**src/rtl/unified_mem_responder.sv**
```systemverilog
// Word-addressed unified memory responder: accepts a request in IDLE, ready pulses WAIT_STATES+1 cycles later; req ignored while busy.
// Optional macro MEM_ALIGN_CHECK_EN flags misaligned accesses on err and suppresses their commit.
module unified_mem_responder #(
   parameter int    DEPTH_WORDS = 64,
   parameter int    WAIT_STATES = 2,
   parameter string INIT_FILE   = ""
) (
   input  logic        clk,
   input  logic        reset,
   input  logic        req,
   input  logic        we,
   input  logic [31:0] Adr,
   input  logic [31:0] WriteData,
   output logic [31:0] ReadData,
   output logic        ready,
   output logic        busy,
   output logic        err
);

   localparam int AW = $clog2(DEPTH_WORDS);

   typedef enum logic [1:0] {
      S_IDLE,
      S_WAIT,
      S_RESP
   } state_t;

   state_t          r_state;
   state_t          w_next;
   logic [3:0]      r_cnt;
   logic [AW-1:0]   r_idx;
   logic            r_we;
   logic [31:0]     r_wdata;
   logic [31:0]     r_rdata;
   logic [31:0]     r_mem [DEPTH_WORDS];

   logic            w_accept;
   logic            w_commit;
   logic            w_fault;
   logic            w_live_fault;
   logic [AW-1:0]   w_c_idx;
   logic            w_c_we;
   logic [31:0]     w_c_wdata;
   logic            w_c_fault;
   logic            w_unused_adr;

   assign w_accept     = (r_state == S_IDLE) && req;
   assign w_unused_adr = ^{Adr[31:AW+2], Adr[1:0]};

   always_ff @(posedge clk or posedge reset) begin
      if (reset) r_state <= S_IDLE;
      else       r_state <= w_next;
   end

   always_comb begin
      w_next = r_state;
      case (r_state)
         S_IDLE:  if (req) w_next = (WAIT_STATES == 0) ? S_RESP : S_WAIT;
         S_WAIT:  if (r_cnt == 4'd1) w_next = S_RESP;
         S_RESP:  w_next = S_IDLE;
         default: w_next = S_IDLE;
      endcase
   end

   always_ff @(posedge clk or posedge reset) begin
      if (reset) begin
         r_cnt   <= 4'd0;
         r_idx   <= '0;
         r_we    <= 1'b0;
         r_wdata <= 32'd0;
      end else if (w_accept) begin
         r_cnt   <= 4'(WAIT_STATES);
         r_idx   <= Adr[AW+1:2];
         r_we    <= we;
         r_wdata <= WriteData;
      end else if (r_state == S_WAIT) begin
         r_cnt   <= r_cnt - 4'd1;
      end
   end

`ifdef MEM_ALIGN_CHECK_EN
   logic r_fault;

   always_ff @(posedge clk or posedge reset) begin
      if (reset)         r_fault <= 1'b0;
      else if (w_accept) r_fault <= (Adr[1:0] != 2'b00);
   end

   assign w_fault      = r_fault;
   assign w_live_fault = (Adr[1:0] != 2'b00);
   assign err          = (r_state == S_RESP) && r_fault;
`else
   assign w_fault      = 1'b0;
   assign w_live_fault = 1'b0;
   assign err          = 1'b0;
`endif

   // With zero wait states the commit edge is also the accept edge, so take the live inputs then.
   assign w_c_idx   = (r_state == S_IDLE) ? Adr[AW+1:2] : r_idx;
   assign w_c_we    = (r_state == S_IDLE) ? we          : r_we;
   assign w_c_wdata = (r_state == S_IDLE) ? WriteData   : r_wdata;
   assign w_c_fault = (r_state == S_IDLE) ? w_live_fault : w_fault;
   assign w_commit  = (w_next == S_RESP) && (r_state != S_RESP) && !reset;

   always_ff @(posedge clk) begin
      if (w_commit && w_c_we && !w_c_fault) r_mem[w_c_idx] <= w_c_wdata;
   end

   always_ff @(posedge clk or posedge reset) begin
      if (reset)                                  r_rdata <= 32'd0;
      else if (w_commit && !w_c_we && !w_c_fault) r_rdata <= r_mem[w_c_idx];
   end

   assign ReadData = r_rdata;
   assign ready    = (r_state == S_RESP);
   assign busy     = (r_state != S_IDLE);

endmodule

```
**config.mk**
```make
export PLATFORM = sky130hd
export DESIGN_NAME = unified_mem_responder
export DESIGN_NICKNAME = d
export VERILOG_FILES = /design/src/rtl/unified_mem_responder.sv
export SDC_FILE = /design/constraint.sdc
export NUM_CORES = 2
export LEC_CHECK = 0
export BUFFER_PORTS_ARGS = -buffer_cell sky130_fd_sc_hd__buf_4
export CORE_UTILIZATION = 60
export CTS_BUF_LIST = sky130_fd_sc_hd__clkbuf_8
export CTS_CLUSTER_DIAMETER = 80
export CTS_CLUSTER_SIZE = 24
export DETAILED_ROUTE_END_ITERATION = 8
export PLACE_DENSITY = 0.75
export SYNTH_ARGS = -nofsm -noshare
export SYNTH_HDL_FRONTEND = slang
export SYNTH_SLANG_ARGS = --single-unit
```
**constraint.sdc**
```tcl
create_clock -name clk -period 5.53 [get_ports clk]
set_input_delay 0.2765 -clock clk [delete_from_list [all_inputs] [get_ports clk]]
set_output_delay 0.2765 -clock clk [all_outputs]
set_load 0.01 [all_outputs]
```
# After elaboration in Yosys (flattened, before gate mapping)
# Memory sizes are Yosys's and may differ from the RTL's. A register that Yosys moved wholly into a read port is not among the register bits.
# Index checks and enable logic that the tools add are counted.
dict set report word_totals {
  register_bits 45
  mem_bits_rw 2048
  output_inout_bits 35
  elab_cells 32
  n_memories 1
}
# name depth word_bits read_ports rd_ports_with_merged_regs wr line_no
set memory_table {}
lappend memory_table {r_mem 64 32 1 1 1 35} ;# logic [31:0] r_mem [DEPTH_WORDS];
dict set report op_classes {
  addsub 1
  eq_ne 5
  mux 10
  reduce_logical 10
}
# cell n
set op_table {}
lappend op_table {{32-bit 2-to-1 mux} 1}
lappend op_table {{4-bit 2-to-1 mux} 2}
lappend op_table {{6-bit 2-to-1 mux} 1}
lappend op_table {{1-bit logical AND} 5}
lappend op_table {{2-bit equality test (second input constant)} 2}
lappend op_table {{4-bit by 1-bit equality test with 1-bit output (second input constant)} 1}
lappend op_table {{2-bit 2-to-1 mux} 2}
lappend op_table {{2-bit case mux with 2 select lines} 1}
lappend op_table {{2-bit nonzero test} 2}
lappend op_table {{4-bit by 1-bit subtractor with 4-bit output (second input constant)} 1}
lappend op_table {{1-bit 2-to-1 mux} 3}
lappend op_table {{2-bit by 1-bit equality test with 1-bit output (second input constant)} 1}
lappend op_table {{1-bit zero test} 2}
lappend op_table {{2-bit zero test} 1}
lappend op_table {{2-bit inequality test (second input constant)} 1}

# Longest topological paths before layout
dict set report logic_depth {
  depth_word 9
  mapped_depth 13
  mapped_depth_nobuf 9
}

# Worst setup path before layout
# No wires, ideal clock.
dict set report synth_path {
  path_kind {input to register}
  start {input reset}
  end {memory r_mem[15][0], enable pin}
  setup_ps 421
  arrival_ps 3941
  required_time_ps 5109
  setup_slack_ps 1168
  path_stages 5
  path_buffers 1
  cell_sequence {inv_1 -> and3_1 -> buf_2 -> nand2_1 -> nor2_1}
}
dict set report synth_between {
  elab_chain_cells 5
}
# element line_no
set synth_lines {}
lappend synth_lines {{from (decl)} 9} ;# input logic reset,
lappend synth_lines {{1-bit zero test (no line)} n/a}
lappend synth_lines {{1-bit logical AND} 103} ;# assign w_commit = (w_next == S_RESP) && (r_state != S_RESP) && !reset;
lappend synth_lines {{1-bit logical AND} 106} ;# if (w_commit && w_c_we && !w_c_fault) r_mem[w_c_idx] <= w_c_wdata;
lappend synth_lines {{1-bit 2-to-1 mux} 106}
lappend synth_lines {{1-bit 2-to-1 mux (implied by the code)} 106}
lappend synth_lines {{to (decl)} 35}
# Every way passes these cells.

# Worst setup path after layout
dict set report layout_path {
  start {register r_state[0]}
  end {memory r_mem[22][24], enable pin}
}
dict set report layout_between {
  elab_chain_cells 8
}
# element line_no
set layout_lines {}
lappend layout_lines {{from (decl)} 28} ;# state_t r_state;
lappend layout_lines {{from (signal assigned)} 52} ;# else r_state <= w_next;
lappend layout_lines {{2-bit by 1-bit equality test with 1-bit output, or another cell as far along} 57} ;# case (r_state)
lappend layout_lines {{2-bit case mux with 2 select lines} 57}
lappend layout_lines {{2-bit equality test} 103}
lappend layout_lines {{1-bit logical AND (2 in series)} 103}
lappend layout_lines {{1-bit logical AND} 106}
lappend layout_lines {{1-bit 2-to-1 mux} 106}
lappend layout_lines {{1-bit 2-to-1 mux (implied by the code)} 106}
# Parallel ways exist; a longest one is shown, timed or not.

==> impl_metrics.yaml <==
worst_setup_path:
  cp_data_arrival_time_ns: 5.15
  r2r_start: "r_state[0]$_DFF_PP0_"
  end_kind: "flop"
  cp_max_fo: 55
  rr_endpoint: "r_mem[22][24]$_DFFE_PP_"
  start_kind: "flop"
  critPathSlowestCell: "nor2_4"
  path_cells: "or3b_1 > nand2_4 > nor2_4 > buf_12 > nand2_1 > nor2_4 > buf_4"
  crit_family: "simple AND/OR/NAND/NOR gates"
  cp_slowest_stage_delay_ns: 0.99
  worst_ep_required_time_ns: 6.11
  cp_common_cell: "nor2_4"
  crit_type: "flop to flop"
  ff2ff_path_depth: 7
  reg2reg_slack_ns: 0.96
  path_buf_inv: 2
yosys:
  syn_avg_cell_area_sq_um: 16.8
  yosysSeqAreaShare_pct: 79.2
  synthesis.instances: 4756
  synthArstFlopShare_pct: 3.62
  synth-edff-count: 2048
  yosys_warnings: 0
  synthDistinctLibCells: 66
  synth-seq-cells: 2125
  synth_flop_cell: "edfxtp_1"
  synth_area_sq_um: 80100
  synth_fp_nets: 4826
floorplanning:
  io_pins: 103
  fp.dieArea_sq_um: 135000
  rows: 133
  start_util_pct: 60.7
  coreArea_sq_um: 132000
  die_h_um: 367
  fp.dieW_um: 367
worst_hold_path:
  min_path_type: "primary input to flop"
  hold_path_depth: 4
  hold_path_startpoint: "WriteData[18]"
  worstHoldEndpoint: "r_wdata[18]$_DFFE_PP0P_"
status:
  status: "finished, violations left"
  failed_checks: "design-rule violations"
drt:
  wl_per_cell_um: 34.7
  drc: 2
  vias_per_cell: 7.16
  antenna_left: 0
  drt_iter0_drc: 9470
  routed_wl_mm: 234
  vias: 48100
  first_pass_iters: 9
timing:
  hold_viol: 0
  max_slew_margin_pct: 7.09
  slew_viol_final: 0
  finalSetupViolCount: 0
  rsz0062_at_grt: "no"
  finalCriticalPeriod_ns: 4.57
  skew_ns: 0.0663
  fmax_mhz: 219
  fin_ws_ns: 0.955
  tightest_slew_ns: 1.39
  fin_crit_sh_pct: 82.7
  tns_ns: 0
power_and_ir_drop:
  p_per_area_nw_per_um2: 504
  p_leak_uw: 0.0289
  peakVddDrop_mv: 0.707
  total_power_uw: 43800
place:
  gp_congestion: 0.890
  portBuffers: 75
  pre_cts_ws_ns: 1.06
  dpl.hpwl_mm: 131
clocking:
  cts_resized: 0
  cts_root_buffer: "clkbuf_8"
  h-tree-depth: 3
  clock_sinks: 2125
  numCtsBuffers: 101
  insertion_delay_ns: 0.92
  cts_tree: "yes"
  clk_pin_slew_worst_paths_ns: 0.14
  clock_path_buffers: 3
grt:
  grt_remaining_overflow: 0
  grt_pass1_wl_mm: 328
  grt_max_degree: 118
  track_usage_pct: 34.3
  grt_pass1_vias: 45300
  antenna_found_initial: 10
run:
  drv_cap: 0
finish:
  drive_above_1_share_pct: 11.1
  layout.nets: 4960
  area_growth_pct: 8.48
[per-layer routing]
layer  up-vias  share of wire, %  track usage [%]
li1      19300                 -                -
met1     24100                35             48.1
met2      4111                45             51.3
met3       584                14             7.64
met4         8               5.7             17.1
met5         -             0.021                0
[how the worst max path moves through the flow]
stage	from	slack (ns)	to	cells past startpoint
after floorplan	reset	1.17	r_mem[15][0]$_DFFE_PP_	5
after CTS	r_state[0]$_DFF_PP0_	1.05	r_mem[22][24]$_DFFE_PP_	7
final	r_state[0]$_DFF_PP0_	0.96	r_mem[22][24]$_DFFE_PP_	7
after detailed placement	r_state[0]$_DFF_PP0_	1.06	r_mem[22][7]$_DFFE_PP_	7
after global routing	r_state[0]$_DFF_PP0_	0.83	r_mem[22][24]$_DFFE_PP_	5
after global placement	r_state[0]$_DFF_PP0_	1.18	r_mem[22][7]$_DFFE_PP_	7
[through the flow]
step	hold WS (ns)	utilization, %	std cells	instance area (sq um)
2_1_floorplan	0.382	-	4756	80100
3_3_place_gp	0.372	64.0	6491	84500
3_5_place_dp	0.372	64.0	6491	84500
4_1_cts	0.0724	65.8	6721	86900
5_1_grt	0.118	65.8	6722	86900
6_report	0.115	65.8	6727	86900
[layout by cell type, fill, tap and decap left out, drive strengths merged, types with 103 or more instances in the layout]
cell	count
mux2i	375
o21ai	202
buf	292
o22ai	191
a222oi	163
clkbuf	103
a21oi	190
edfxtp	2048
nor2	116
nand2	537
[state kept, by name, summed over array words and instances, names as in the netlist]
| name | cells |
|---|---|
| r_mem | 2048 |
| r_idx | 6 |
| r_state | 2 |
| r_cnt | 4 |
| r_wdata | 32 |
| ReadData | 32 |
| r_we | 1 |
[cells in the mapped netlist (all sizes together), types with 40 or more instances]
| cell type | n | area (sq um) |
|---|---|---|
| a222oi | 163 | 1630 |
| nand2 | 537 | 2020 |
| buf | 182 | 946 |
| a31oi | 40 | 250 |
| nor2 | 116 | 438 |
| a21oi | 190 | 955 |
| clkbuf | 130 | 488 |
| a22oi | 97 | 728 |
| edfxtp | 2048 | 61500 |
| a221oi | 101 | 891 |
| mux2i | 375 | 3750 |
| o22ai | 191 | 1190 |
| dfrtp | 77 | 1930 |
| o21ai | 202 | 1010 |
[final cells by class]
| class | instances | area, sq um |
|---|---|---|
| antenna | 6 | 15.0 |
| clock buffer | 103 | 1420 |
| clock inverter | 76 | 437 |
| fill | 8653 | 45100 |
| inverter | 7 | 28.8 |
| multi-input combinational | 2312 | 16000 |
| sequential | 2125 | 63400 |
| tap | 1755 | 2200 |
| timing repair buffer | 343 | 3370 |
[worst register-to-register path, stage by stage (launching register included)]
cell and delay [ns]:
dfrtp_1 0.77, or3b_1 0.29, nand2_4 0.44, nor2_4 0.32, buf_12 0.35, nand2_1 0.64
nor2_4 1.00, buf_4 0.43
[logic make-up after synthesis]
family	share of synthesized area, %
muxes	4.78
buffers and inverters	1.82
and+or+nand+nor	3.92
adders and majority gates	0.0312
AOI/OAI and AO/OA	10.2
DFF	79.2
other	0.00468
xor gates and xnor gates	0.0109
[power by group]
| group | total, uW | internal [uW] | switching [uW] | leakage, uW |
|---|---|---|---|---|
| clock network | 6580 | 1930 | 4650 | 0.00115 |
| logic | 16100 | 4370 | 11800 | 0.00823 |
| registers | 21100 | 20700 | 348 | 0.0195 |
[repair_timing]
item | CTS | global route
setup buffers | 0 | 0
endpoints found under the hold margin | 100 | 0
hold buffers | 51 | 0
(Power assumes the default switching activity.)
